<file path="src/rtl/irq_dispatch_scheduler.sv">
// Interrupt dispatch scheduler: arbitrates enabled pending lines onto the core's single
// request/ID interface and claims the acknowledged line with a one-cycle pulse.
module irq_dispatch_scheduler #(
  parameter int NUM_IRQ     = 32,
  parameter int ID_WIDTH    = 5,
  parameter int ACK_TIMEOUT = 255,
  parameter int HOLDOFF     = 2
) (
  input  logic                clk_i,
  input  logic                HRESETn,
  input  logic [NUM_IRQ-1:0]  irq_pending_i,
  input  logic [NUM_IRQ-1:0]  irq_enable_i,
  input  logic                rr_en_i,
  output logic                core_irq_req_o,
  output logic [ID_WIDTH-1:0] core_irq_id_o,
  input  logic                core_irq_ack_i,
  output logic [NUM_IRQ-1:0]  irq_claim_o,
  output logic                timeout_o,
  output logic                busy_o
);

  localparam int WAIT_W = (ACK_TIMEOUT < 2) ? 1 : $clog2(ACK_TIMEOUT + 1);
  localparam int HOLD_W = (HOLDOFF < 2) ? 1 : $clog2(HOLDOFF);
  localparam int SUM_W  = ID_WIDTH + 1;
  localparam logic [WAIT_W-1:0]   WAIT_LAST = WAIT_W'((ACK_TIMEOUT == 0) ? 0 : ACK_TIMEOUT - 1);
  localparam logic [HOLD_W-1:0]   HOLD_LAST = HOLD_W'(HOLDOFF - 1);
  localparam logic [ID_WIDTH-1:0] ID_LAST   = ID_WIDTH'(NUM_IRQ - 1);

  typedef enum logic [1:0] {ST_IDLE, ST_REQ, ST_HOLD} state_e;

  state_e              state_q, state_d;
  logic [ID_WIDTH-1:0] id_q, id_d;
  logic                req_q, req_d;
  logic [NUM_IRQ-1:0]  claim_q, claim_d;
  logic                timeout_q, timeout_d;
  logic [ID_WIDTH-1:0] ptr_q, ptr_d;
  logic [WAIT_W-1:0]   wait_q, wait_d;
  logic [HOLD_W-1:0]   hold_q, hold_d;

  logic [NUM_IRQ-1:0]   eligible;
  logic [NUM_IRQ-1:0]   onehot_id;
  logic                 id_eligible;
  logic [ID_WIDTH-1:0]  start;
  logic [2*NUM_IRQ-1:0] elig2;
  logic [NUM_IRQ-1:0]   rotated;
  logic [SUM_W-1:0]     sum;
  logic [ID_WIDTH-1:0]  winner;
  logic                 found;
  logic [ID_WIDTH-1:0]  ptr_next;

  assign eligible    = irq_pending_i & irq_enable_i;
  assign onehot_id   = {{(NUM_IRQ-1){1'b0}}, 1'b1} << id_q;
  assign id_eligible = |(eligible & onehot_id);
  assign start       = rr_en_i ? ptr_q : '0;
  assign ptr_next    = (id_q == ID_LAST) ? '0 : id_q + 1'b1;

  // Rotate eligible so the search origin sits at bit 0, take the lowest set bit, then unrotate.
  always_comb begin
    elig2   = {eligible, eligible};
    rotated = NUM_IRQ'(elig2 >> start);
    sum     = '0;
    winner  = '0;
    found   = 1'b0;
    for (int i = 0; i < NUM_IRQ; i++) begin
      if (!found && rotated[i]) begin
        found = 1'b1;
        sum   = {1'b0, start} + SUM_W'(i);
        if (sum >= SUM_W'(NUM_IRQ)) sum = sum - SUM_W'(NUM_IRQ);
        winner = sum[ID_WIDTH-1:0];
      end
    end
  end

  always_comb begin
    state_d   = state_q;
    id_d      = id_q;
    req_d     = req_q;
    claim_d   = '0;
    timeout_d = 1'b0;
    ptr_d     = ptr_q;
    wait_d    = wait_q;
    hold_d    = hold_q;
    case (state_q)
      ST_IDLE: begin
        if (found) begin
          id_d    = winner;
          req_d   = 1'b1;
          wait_d  = '0;
          state_d = ST_REQ;
        end
      end
      ST_REQ: begin
        if (core_irq_ack_i) begin
          req_d   = 1'b0;
          claim_d = onehot_id;
          ptr_d   = ptr_next;
          hold_d  = '0;
          state_d = ST_HOLD;
        end else if (!id_eligible) begin
          req_d   = 1'b0;
          hold_d  = '0;
          state_d = ST_HOLD;
        end else if (ACK_TIMEOUT != 0 && wait_q == WAIT_LAST) begin
          // Pointer moves past a timed-out line so it cannot starve the others.
          req_d     = 1'b0;
          timeout_d = 1'b1;
          ptr_d     = ptr_next;
          hold_d    = '0;
          state_d   = ST_HOLD;
        end else if (wait_q != '1) begin
          wait_d = wait_q + 1'b1;
        end
      end
      ST_HOLD: begin
        if (hold_q == HOLD_LAST) state_d = ST_IDLE;
        else hold_d = hold_q + 1'b1;
      end
      default: state_d = ST_IDLE;
    endcase
  end

  always_ff @(posedge clk_i or negedge HRESETn) begin
    if (!HRESETn) begin
      state_q   <= ST_IDLE;
      id_q      <= '0;
      req_q     <= 1'b0;
      claim_q   <= '0;
      timeout_q <= 1'b0;
      ptr_q     <= '0;
      wait_q    <= '0;
      hold_q    <= '0;
    end else begin
      state_q   <= state_d;
      id_q      <= id_d;
      req_q     <= req_d;
      claim_q   <= claim_d;
      timeout_q <= timeout_d;
      ptr_q     <= ptr_d;
      wait_q    <= wait_d;
      hold_q    <= hold_d;
    end
  end

  assign core_irq_req_o = req_q;
  assign core_irq_id_o  = id_q;
  assign irq_claim_o    = claim_q;
  assign timeout_o      = timeout_q;
  assign busy_o         = (state_q != ST_IDLE);

endmodule

</file>
<file path="config.mk">
export PLATFORM = sky130hd
export DESIGN_NAME = irq_dispatch_scheduler
export DESIGN_NICKNAME = d
export VERILOG_FILES = /design/src/rtl/irq_dispatch_scheduler.sv
export SDC_FILE = /design/constraint.sdc
export NUM_CORES = 1
export LEC_CHECK = 0
export ABC_AREA = 1
export CORE_ASPECT_RATIO = 1.4
export CORE_UTILIZATION = 30
export DETAILED_ROUTE_END_ITERATION = 8
export PLACE_DENSITY = 0.55
export SLEW_MARGIN = 10
export SYNTH_ARGS = -nofsm -noshare
export SYNTH_HDL_FRONTEND = slang
export SYNTH_SLANG_ARGS = --single-unit
</file>
<file path="constraint.sdc">
create_clock -name clk_i -period 3.6 [get_ports clk_i]
set_input_delay 0.72 -clock clk_i [delete_from_list [all_inputs] [get_ports clk_i]]
set_output_delay 0.72 -clock clk_i [all_outputs]
set_load 0.005 [all_outputs]
</file>
======== Word-level counts from Yosys, hierarchy flattened ========
Cells that the tools add are included.
storage, ports and cells
  register bits after elaboration ......... 55
  input port bits ......................... 68
  output and inout port bits .............. 40
  word-level logic and storage cells ...... 323
cells by class
  $add $sub $neg .......................... 66
  magnitude comparators ................... 32
  equal/unequal tests ..................... 12
  shift operators ......................... 2
  multiplexer cells ....................... 126
  bitwise operators ....................... 2
  reductions and logical operators ........ 75
operator list
  kind                                                       number
  2-to-1 mux 5 bit                                           69
  greater-or-equal comparator 6 bit (second input constant)  31
  subtractor 5 x 1 -> 5 bit (second input constant)          32
  adder 5 x 5 -> 6 bit (second input constant)               16
  bitwise AND 32 bit                                         2
  2-to-1 mux 32 bit                                          2
  >> shifter 64 x 5 -> 32 bit                                1
  adder 5 x 4 -> 6 bit (second input constant)               8
  2-to-1 mux 1 bit                                           41
  2-to-1 mux 8 bit                                           5
  OR reduction 32 bit                                        1
  left shift 1 x 5 -> 32 bit (first input constant)          1
  logical AND 1 bit                                          31
  zero test 1 bit                                            31
  adder 5 x 3 -> 6 bit (second input constant)               4
  one-hot mux 8 bit (2 select lines)                         1
  adder 5 x 2 -> 6 bit (second input constant)               2
  inequality test 2 bit (second input constant)              6
  2-to-1 mux 2 bit                                           5
  nonzero test 2 bit                                         5
  AND reduction 3 bit                                        3
  adder 8 x 1 -> 8 bit (second input constant)               1
  == test 8 bit (second input constant)                      1
  inequality test 8 bit (second input constant)              1
  other kinds (13)                                           15

======== Longest topological paths before layout ========
Gate-level depths: netlist of the first run.
  depth in word-level cells ............... 98
  depth in mapped cells ................... 35
  mapped depth without buffers ............ 34

======== Worst setup path before layout of the first run ========
Ideal clock, no wire load.
  kind .................................... input to register
  start point ............................. in rr_en_i
  end point ............................... reg wait_q[0]
  library setup time ...................... 119 ps
  data arrival time ....................... 4071 ps
  required time ........................... 3481 ps
  path slack .............................. -590 ps
  cell stages on the path ................. 30
  path buffers ............................ 2
  cell sequence ........................... nand2_4 -> clkbuf_1 -> nand2_1 -> nand3_1 -> nand3_1 -> nand3_1 -> nand3_2 -> nand2_1 -> nand2_2 -> nor2_4 -> nand4_2 -> nor2_4 -> nand4_4 -> nor2_4 -> nand4_2 -> nor2_4 -> nand4_2 -> nor2_2 -> nand4_2 -> nor2_4 -> nand2_2 -> nor2_8 -> nand4_2 -> nor2_2 -> buf_6 -> nand4_4 -> nand2_4 -> o21ai_2 -> nand3_1 -> nand2_1
between the ends
  word-level cells in the longest chain between the ends .. 98
RTL lines
  item                                      RTL line  text
  from (decl)                               13        input logic rr_en_i,
  2-to-1 mux 5 bit *                        54        assign start = rr_en_i ? ptr_q : '0;
  >> shifter 64 x 5 -> 32 bit *             60        rotated = NUM_IRQ'(elig2 >> start);
  2-to-1 mux 1 bit                          65        if (!found && rotated[i]) begin
  zero test 1 bit                           65
  logical AND 1 bit                         65
  2-to-1 mux 1 bit                          65
  zero test 1 bit                           65
  logical AND 1 bit                         65
  [... 82 more ...]                         n/a
  zero test 1 bit                           65
  logical AND 1 bit                         65
  2-to-1 mux 1 bit                          65
  zero test 1 bit                           65
  logical AND 1 bit                         65
  2-to-1 mux 1 bit *                        65
  inequality test 2 bit (no source line) *  n/a
  AND reduction 6 bit (no source line) *    n/a
  to (signal assigned)                      139       wait_q <= wait_d;
  to (decl)                                 37        logic [WAIT_W-1:0] wait_q, wait_d;
Every way passes the cells marked *; elsewhere a longest branch is shown, timed or not.
A chain may end at the register's enable or synchronous reset.

======== Worst setup path after layout of the first run ========
  start point ............................. in rr_en_i
  end point ............................... reg id_q[2] (netlist: core_irq_id_o[2])
between the ends
  word-level cells in the longest chain between the ends .. 97
  elaborated cells between the ends (all ways) .. 256
  classes of those cells .................. add/sub: 63; order compare: 32; shift: 1; mux: 97; reduce/logical: 63
RTL lines
  item                                  RTL line  text
  2-to-1 mux 5 bit *                    54
  >> shifter 64 x 5 -> 32 bit           60
  2-to-1 mux 1 bit                      65
  zero test 1 bit                       65
  logical AND 1 bit                     65
  2-to-1 mux 1 bit                      65
  zero test 1 bit                       65
  logical AND 1 bit                     65
  [... 81 more ...]                     n/a
  2-to-1 mux 1 bit                      65
  zero test 1 bit                       65
  logical AND 1 bit                     65
  2-to-1 mux 1 bit                      65
  zero test 1 bit                       65
  logical AND 1 bit                     65
  2-to-1 mux 1 bit                      65
  AND reduction 2 bit (no source line)  n/a
  to (signal assigned)                  134       id_q <= id_d;
  to (decl)                             32        logic [ID_WIDTH-1:0] id_q, id_d;
Marks and branches as above.

==> run metrics, run 1 <==
largest net degree at the start of global routing 47; TritonCTS Buffers 5; relative slew slack 32.1%; DIE AREA approximately 24000 sq um; YS warnings 0; failing checks negative setup slack; Tot GR Track Use between 20% and 30%; critical path peak fanout 8; pwr/cell area approximately 700 nW/um^2; clk_skew 7.44 ps; routed vias 10000; nets@finish between 1500 and 2000; commonest non-fill, non-tap cell in the layout buf_4; Die H about 180 um; CP max-delay cell nor2_2; initial DRC count 795; Longest Clk Path Bufs 2; area grow syn2layout 83.9%; mapped cell area 6870 sq um; IO Count 108; Leakage Power between 6 and 7 nW; CP most frequent cell nor2_4; clock tree root buffer cell clkbuf_16; htree depth 2; Synth top area share between 20% and 30%; Post-DP Area 10400 sq um; buffers added on ports 107; first-pass iteration count of the detailed router 5; final hold violation count 0; fin crit period between 4000 and 5000 ps; Synth Register Bits 55; period utilisation layout 115%; Initial Utilization 30.5%; Startpoint Class input port; Synth area leader dfrtp_1; die width 130 um; share of cells above drive strength 1 between 40 and 50%; Congestion Overflow GR 0; worst IR drop on VDD ~0.28 mV; Worst EP required 3790 ps; Finished Cell Area about 13000 sq um; DR WL/cell 18.8 um; Post-DRT Antenna Nets 0; Post-Syn Area per Cell about 5.8 sq um; clock latency on the worst-skew pair 290 ps; Reg clk slew, reported paths about 70 ps; status finished, violations left; Setup WS post-layout -550 ps; RSZ-0062 raised after global routing yes; CTS tree built; std cell rows 65; Yosys cell types 43; max incr delay on CP 160 ps; Gate Count Post-Synth ~1200; Final Slew Violations 0; vias in the first global route 9895; Mapped Nets 1282; global-route wire length before repair 51900 um; worst slew pin tran 1020 ps; crit path capture type register; Placer Congestion 1.03; worst setup path class in -> reg; Core Box Area between 20000 and 25000 sq um; most frequent cells in the layout 304 x buf_4, 223 x nand2_1, 135 x nor2_1, 132 x nand3_1, 105 x inv_1; sequential fraction of the synthesis area 20.0%; DRC viols 0; initial antenna violation count 2; Max Cap Viol 0; final WL 35800 um; via/cell ratio 5.28; setup violators final 16; Max Fclk 241 MHz; Overall Power 0.00910 W; Crit path arrival time 4340 ps; worst min path class reg -> reg; clock sink count 55; post-detail-place hpwl roughly 27000 um; largest cells by area after synthesis dfrtp_1 20%, nand2_1 19%, nand3_1 18%
## metrics by stage
step / TNS, ps / hold slack (ps) / worst slack (ps) / utilization, % / cells
after global routing: -11420 / 535 / -818 / 56.1 / 1898
after global placement: -21760 / 487 / -1390 / 46.2 / 1805
after CTS: -7470 / 512 / -507 / 52.6 / 1879
final: -7800 / 506 / -550 / 56.1 / 1899
after floorplan: -6270 / 424 / -440 / - / 1190
after detailed placement: -23600 / 490 / -1530 / 46.2 / 1805
## flip-flops by register name (all words and copies together) (netlist names)
signal	flops
ptr_q	5
timeout_o	1
state_q	2
irq_claim_o	32
wait_q	8
hold_q	1
core_irq_id_o	5
core_irq_req_o	1
## power by group
group          switching, W  internal, W  total (W)
clock              0.000225     0.000283   0.000508
sequential         0.000104     0.000717   0.000821
combinational       0.00446      0.00332    0.00777
## cell families after synthesis
group / Yosys count / share of synthesized area, %
AND/OR/NAND/NOR: 823 / 54.6
flip-flops: 55 / 20.0
multiplexers: 2 / 0.328
AO/OA/AOI/OAI: 91 / 7.74
XOR/XNOR: 21 / 2.68
buffers and inverters: 174 / 10.2
adder cells (fa/ha/maj): 24 / 4.37
## cell type report
cell class | count | area (sq um)
Clock buffer | 6 | 139
Tap cell | 301 | 377
Clock inverter | 2 | 20.0
Antenna cell | 1 | 2.50
Multi-Input combinational cell | 961 | 6310
Timing Repair inverter | 2 | 15.0
Sequential cell | 55 | 1380
Timing Repair Buffer | 450 | 3920
Fill cell | 2105 | 9900
Inverter | 121 | 477
## what timing repair did
item / CTS / global route
hold buffers: 0 / 0
resized for setup: 277 / 136
pin swaps: 100 / 46
setup endpoints to repair: 16 / 16
buffers inserted: 62 / 18
cloned: 5 / 3
## synth_stat cells
master,n
a31oi_1,4
inv_1,116
buf_2,10
nor2_2,2
o21ai_0,45
clkinv_1,2
nand3_2,3
o41ai_1,2
mux2_2,2
nand2_2,4
nand2_4,2
nor3_1,19
or4_1,3
buf_1,10
a21boi_0,1
nand3b_1,4
buf_8,1
a2111oi_0,1
nor4_1,15
nand4_1,29
nor2_1,145
o21ai_2,2
nand3_1,241
nor2_8,1
o21ai_1,7
xor2_1,17
a21oi_1,4
nor2_4,5
o211ai_1,1
xnor2_1,4
or3_1,1
o21a_1,10
nand4_4,3
o2111ai_1,1
nand2_1,341
dfrtp_1,55
clkbuf_1,29
ha_1,24
o32ai_1,1
buf_6,3
nand4_2,5
inv_2,3
o22ai_1,12
## routing by layer
metal  wire [um]  vias up  global-route usage, %
li1            -     4761                      -
met1       12700     4631                   31.0
met2       17900      476                   52.3
met3        2190      166                   2.99
met4        2970        2                   19.6
met5          12        -                      0
## final timing paths
check	from	to	slack [ps]	cells past startpoint
setup / recovery	rr_en_i	core_irq_id_o[2]$_DFFE_PN0P_	-550	32
hold / removal	core_irq_req_o$_DFFE_PN0P_	core_irq_req_o$_DFFE_PN0P_	510	2
setup reg to reg	ptr_q[0]$_DFFE_PN0P_	core_irq_id_o[2]$_DFFE_PN0P_	-500	31
hold reg to reg	core_irq_req_o$_DFFE_PN0P_	core_irq_req_o$_DFFE_PN0P_	510	2
max in group asynchronous	HRESETn	ptr_q[0]$_DFFE_PN0P_	2300	2
min in group asynchronous	HRESETn	wait_q[1]$_DFFE_PN0P_	590	1
## critical path, delay by kind of cell
kind / cells / cell delay (ps)
simple gates: 27 / 2970
compound gates: 1 / 80
buf+inv: 4 / 540
No activity file was read; power rests on OpenSTA's default activity.
==> run 2: changes to the inputs <==
GPL_TIMING_DRIVEN = 0   (was default)
==> run metrics, run 2 (same netlist as run 1, synthesis figures left out) <==
first-pass iteration count of the detailed router 6 (+1); critical path peak fanout 8 (unchanged); Internal 0.00316 W (-27%); most frequent cells in the layout 231 x nand2_1, 141 x nor2_1, 127 x nand3_1, 107 x inv_1, 102 x nand3_2; Congestion Overflow GR 0 (unchanged); Max Cap Viol 0 (unchanged); reg-to-reg setup timing slack -560 ps (-60 ps); clock sink count 55 (unchanged); clk_skew 8.94 ps (+1.50 ps); Die H 181 um (unchanged); max reg flops 32 (unchanged); TritonCTS Buffers 5 (unchanged); FF-to-FF End wait_q[5]$_DFFE_PN0P_; commonest non-fill, non-tap cell in the layout nand2_1; relative slew slack 26.8% (-5.3 points); register share of total power 10.8% (+1.8 points); Post-DP Area 8680 sq um (-17%); Final Slew Violations 0 (unchanged); period utilisation layout 118% (+2.3 points); final hold violation count 0 (unchanged); initial antenna violation count 2 (unchanged); Reg clk slew, reported paths 80 ps (about the same); vias in the first global route 9275 (-6.3%); std cell rows 65 (unchanged); clock power share 7.7% (+2.1 points); fin util 47.8% (-8.3 points); buffers added on ports 107 (unchanged); DR WL/cell 19.8 um (+5.0%); Crit path arrival time 4430 ps (+90 ps); crit path capture type register; pwr/cell area 706 nW/um^2 (-2.1%); Leakage Power 5.13 nW (-17%); largest net degree at the start of global routing 37 (-21%); Worst EP required 3800 ps (about the same); CP max-delay cell o21a_2; final WL 33700 um (-5.8%); clock latency on the worst-skew pair 300 ps (about the same); routed vias 9227 (-8.1%); Placer Congestion 0.979 (-5.0%); CP most frequent cell buf_4; via/cell ratio 5.41 (+2.5%); Startpoint Class input port; nets@finish 1493 (-12%); global-route wire length before repair 50600 um (-2.4%); worst setup path class in -> reg; initial DRC count 883 (+11%); Tot GR Track Use 28.6% (-0.26 points); worst min path class in -> async; setup violators final 16 (unchanged); clock tree root buffer cell clkbuf_16; die width 130 um (unchanged); CTS tree built; IO Count 108 (unchanged); Reg2Reg Depth 34 (+9.7%); worst slew pin tran 1090 ps (+67.9 ps); DRC viols 0 (unchanged); failing checks negative setup slack; setup TNS -9040 ps (-1240 ps); Finished Cell Area 10800 sq um (-15%); Gate power share 81.6% (-3.8 points); net load switching power 0.00443 W (-7.4%); post-detail-place hpwl 25800 um (-3.3%); Overall Power 0.00759 W (-17%); Initial Utilization 30.5% (unchanged); RSZ-0062 raised after global routing yes; Longest Clk Path Bufs 2 (unchanged); status finished, violations left; Setup WS post-layout -632 ps (-81.7 ps); Max Fclk 236 MHz (-1.9%); Core Box Area 22500 sq um (unchanged); # hold bufs at CTS 0 (unchanged); share of cells above drive strength 1 30.8% (-9.5 points); Post-DRT Antenna Nets 0 (unchanged); r2r startpoint ptr_q[0]$_DFFE_PN0P_; sw frac 58.4% (+5.8 points); worst IR drop on VDD 0.273 mV (-3.4%); DIE AREA 23500 sq um (unchanged); area grow syn2layout 56.7%; max incr delay on CP 160 ps (about the same); htree depth 2 (unchanged); fin crit period 4230 ps (+81.7 ps)
==> run 2: how the worst max path moves through the flow <==
stage | startpoint | end | cells after the start
2_1_floorplan | rr_en_i | wait_q[2]$_DFFE_PN0P_ | 32
3_3_place_gp | rr_en_i | core_irq_id_o[2]$_DFFE_PN0P_ | 28
3_5_place_dp | rr_en_i | wait_q[2]$_DFFE_PN0P_ | 28
4_1_cts | irq_enable_i[17] | wait_q[2]$_DFFE_PN0P_ | 30
5_1_grt | rr_en_i | core_irq_id_o[4]$_DFFE_PN0P_ | 30
6_report | rr_en_i | wait_q[5]$_DFFE_PN0P_ | 35
==> run 2: per-layer routing <==
layer | track usage (%) | vias up | wire length [um]
met3 | 6.01 | 176 | 2180
met5 | 0 | - | 12
li1 | - | 4363 | -
met2 | 49.9 | 456 | 16500
met1 | 29.0 | 4230 | 12100
met4 | 23.2 | 2 | 2890
==> run 2: power by group through the flow <==
stage / clock, W / sequential, W / combinational (W)
after detailed placement: 0 / 0.000827 / 0.00488
after CTS: 0.000593 / 0.000819 / 0.00568
final: 0.000582 / 0.000817 / 0.00619
after global routing: 0.000610 / 0.000832 / 0.00667
after floorplan: 0 / 0.000798 / 0.00336
after global placement: 0 / 0.000824 / 0.00488
==> run 2: area by class of cell <==
type | count | area, sq um
Clock inverter | 3 | 50.0
Fill cell | 2339 | 11800
Antenna cell | 1 | 2.50
Clock buffer | 5 | 125
Inverter | 121 | 464
Tap cell | 301 | 377
Timing Repair Buffer | 204 | 1810
Buffer | 53 | 447
Sequential cell | 55 | 1380
Multi-Input combinational cell | 961 | 6110
==> run 2: timing repair <==
item	CTS	global route
endpoints found under the setup margin	16	16
resized for setup	316	109
cloned	1	0
buffers inserted	80	15
pin swaps	93	25
==> run 2: stage by stage <==
stage               hold slack, ps  setup slack [ps]  std cells
finish                         383              -632       1704
global route                   403              -911       1704
CTS                            385              -675       1688
detailed placement             485             -2370       1599
global placement               471             -2470       1598
floorplan                      424              -440       1190
==> run 2: critical path: cells and delay by family <==
kind | cells | cell delay, ps
AOI/OAI and AO/OA | 3 | 350
buffers and inverters | 16 | 1780
and+or+nand+nor | 16 | 1550
==> run 3: changes to the inputs <==
PLACE_DENSITY = 0.54   (was 0.55)
clock period = 5.2 ns   (was 3.6 ns; I/O delays follow)
==> run metrics, run 3 (same netlist as run 1, synthesis figures left out) <==
clk_skew 13.0 ps (+4.05 ps); flip-flop and latch area 1380 sq um (unchanged); setup TNS 0 ps (+9040 ps); std cell rows 65 (unchanged); area grow syn2layout 29.7%; routed vias 8566 (-7.2%); Reg clk slew, reported paths 70 ps (about the same); fin crit period 4950 ps; Congestion Overflow GR 0 (unchanged); Placer Congestion 1.01 (+3.0%); Initial Utilization 30.5% (unchanged); register share of total power 12.7% (+1.9 points); Setup WS post-layout 252 ps (+884 ps); Core Box Area 22500 sq um (unchanged); CTS tree built; reg-to-reg setup timing slack 740 ps (+1300 ps); TritonCTS Buffers 5 (unchanged); largest net degree at the start of global routing 38 (+2.7%); Final Slew Violations 0 (unchanged); metal2 WL 14900 um (-9.8%); max incr delay on CP 400 ps (+240 ps); Crit path max-delay family simple AND/OR/NAND/NOR gates; final hold violation count 0 (unchanged); net load switching power 0.00270 W (-39%); Antenna Diode Count 0 (-1); clock power share 7.5% (-0.2 points); Tot GR Track Use 24.6% (-4.1 points); nets@finish 1408 (-5.7%); DIE AREA 23500 sq um (unchanged); FF-to-FF End core_irq_id_o[4]$_DFFE_PN0P_; Gate power share 79.9% (-1.7 points); worst IR drop on VDD 0.180 mV (-34%); length of routed met3 wiring 1240 um (-43%); Max Cap Viol 0 (unchanged); status finished clean; hold endpoint core_irq_req_o$_DFFE_PN0P_; Worst EP required 5390 ps (+1590 ps); IO Count 108 (unchanged); global-route wire length before repair 44200 um (-13%); initial antenna violation count 0 (-2); first-pass iteration count of the detailed router 5 (-1); Leakage Power 4.22 nW (-18%); CP max-delay cell clkdlybuf4s50_1; final WL 29500 um (-13%); Max Fclk 202 MHz; clock tree root buffer cell clkbuf_16; pwr/cell area 494 nW/um^2 (-30%); Overall Power 0.00440 W (-42%); via/cell ratio 5.30 (-2.2%); clock sink count 55 (unchanged); Startpoint Class input port; period utilisation layout 95.1%; DRC viols 0 (unchanged); footprint of the multi-input gates 5090 sq um (-17%); Post-DRT Antenna Nets 0 (unchanged); DR WL/cell 18.2 um (-7.9%); worst setup path class in -> reg; # hold bufs at CTS 0 (unchanged); post-detail-place hpwl 24300 um (-5.8%); Die H 181 um (unchanged); worst min path class reg -> reg; critical path peak fanout 8 (unchanged); relative slew slack 28.7% (+2.0 points); Internal 0.00170 W (-46%); top routing layer used met4; sw frac 61.4% (+3.0 points); setup violators final 0 (-16); routed metal-1 wirelength 11400 um (-5.3%); vias in the first global route 8074 (-13%); share of cells above drive strength 1 10.6% (-20 points); clock latency on the worst-skew pair 300 ps (about the same); Reg2Reg Depth 30 (-12%); initial DRC count 813 (-7.9%); crit path capture type register; Longest Clk Path Bufs 2 (unchanged); pre-CTS WS -1380 ps (+981 ps); final hold slack 498 ps (+115 ps); worst slew pin tran 1060 ps (-29.2 ps); WHS Path Cells 2; die width 130 um (unchanged); Crit path buffers/inverters 2 (-14); r2r startpoint ptr_q[3]$_DFFE_PN0P_; most frequent cells in the layout 325 x nand2_1, 211 x nand3_1, 143 x nor2_1, 116 x inv_1, 105 x clkdlybuf4s50_1; htree depth 2 (unchanged); commonest non-fill, non-tap cell in the layout nand2_1; fin util 39.5% (-8.2 points); buffers added on ports 107 (unchanged); max reg flops 32 (unchanged); Crit path arrival time 5140 ps (+710 ps); HP Start core_irq_req_o$_DFFE_PN0P_; Filler Cell Count 2514 (+7.5%)
-- run 3: cell types whose count changed in the layout (fill, tap and decap cells not counted), moves of 62 or more --
cell             before  now
nand3_1             127  211
clkdlybuf4s50_1      43  105
nand3_2             102   32
buf_4                97   13
nand2_2              83   19
nand2_1             231  325
-- run 3: layout make-up --
cell class	count	area share, %
multi-input combinational	961	57.2
sequential	55	15.4
timing repair buffer	119	13.1
inverter	121	5.13
tap	301	4.23
buffer	53	3.37
clock buffer	5	1.40
clock inverter	2	0.154
-- run 3: how the worst max path moves through the flow --
stage,start,to,depth (start not counted)
after floorplan,rr_en_i,wait_q[0]$_DFFE_PN0P_,30
after global placement,rr_en_i,core_irq_id_o[4]$_DFFE_PN0P_,31
after detailed placement,rr_en_i,core_irq_id_o[4]$_DFFE_PN0P_,31
after CTS,rr_en_i,wait_q[7]$_DFFE_PN0P_,33
after global routing,rr_en_i,core_irq_id_o[2]$_DFFE_PN0P_,33
final,irq_pending_i[7],core_irq_id_o[1]$_DFFE_PN0P_,30
-- run 3: power by group through the flow --
| stage | Sequential [W] | Clock [W] | Combinational [W] |
|---|---|---|---|
| after floorplan | 0.000549 | 0 | 0.00219 |
| after global placement | 0.000563 | 0 | 0.00325 |
| after detailed placement | 0.000563 | 0 | 0.00325 |
| after CTS | 0.000557 | 0.000337 | 0.00330 |
| after global routing | 0.000571 | 0.000352 | 0.00383 |
| final | 0.000558 | 0.000329 | 0.00351 |
-- run 3: per-layer routing --
layer	track usage [%]	vias up
met5	0	-
met4	15.9	0
met3	1.33	109
met2	44.2	357
met1	27.6	3909
li1	-	4191
-- run 3: worst min-delay path, stage by stage (launching register included) --
cell     delay [ps]
dfrtp_1         360
nand2_1          60
nand2_1          50
-- run 3: repair_timing --
action	in CTS	in global routing
pin swaps	4	10
buffers inserted	3	8
setup endpoints to repair	16	16
resized for setup	29	91
-- run 3: per-stage QoR --
stage / cells / instance area (sq um)
2_1_floorplan: 1190 / 6870
3_3_place_gp: 1598 / 8310
3_5_place_dp: 1599 / 8330
4_1_cts: 1609 / 8540
5_1_grt: 1617 / 8910
6_report: 1617 / 8910
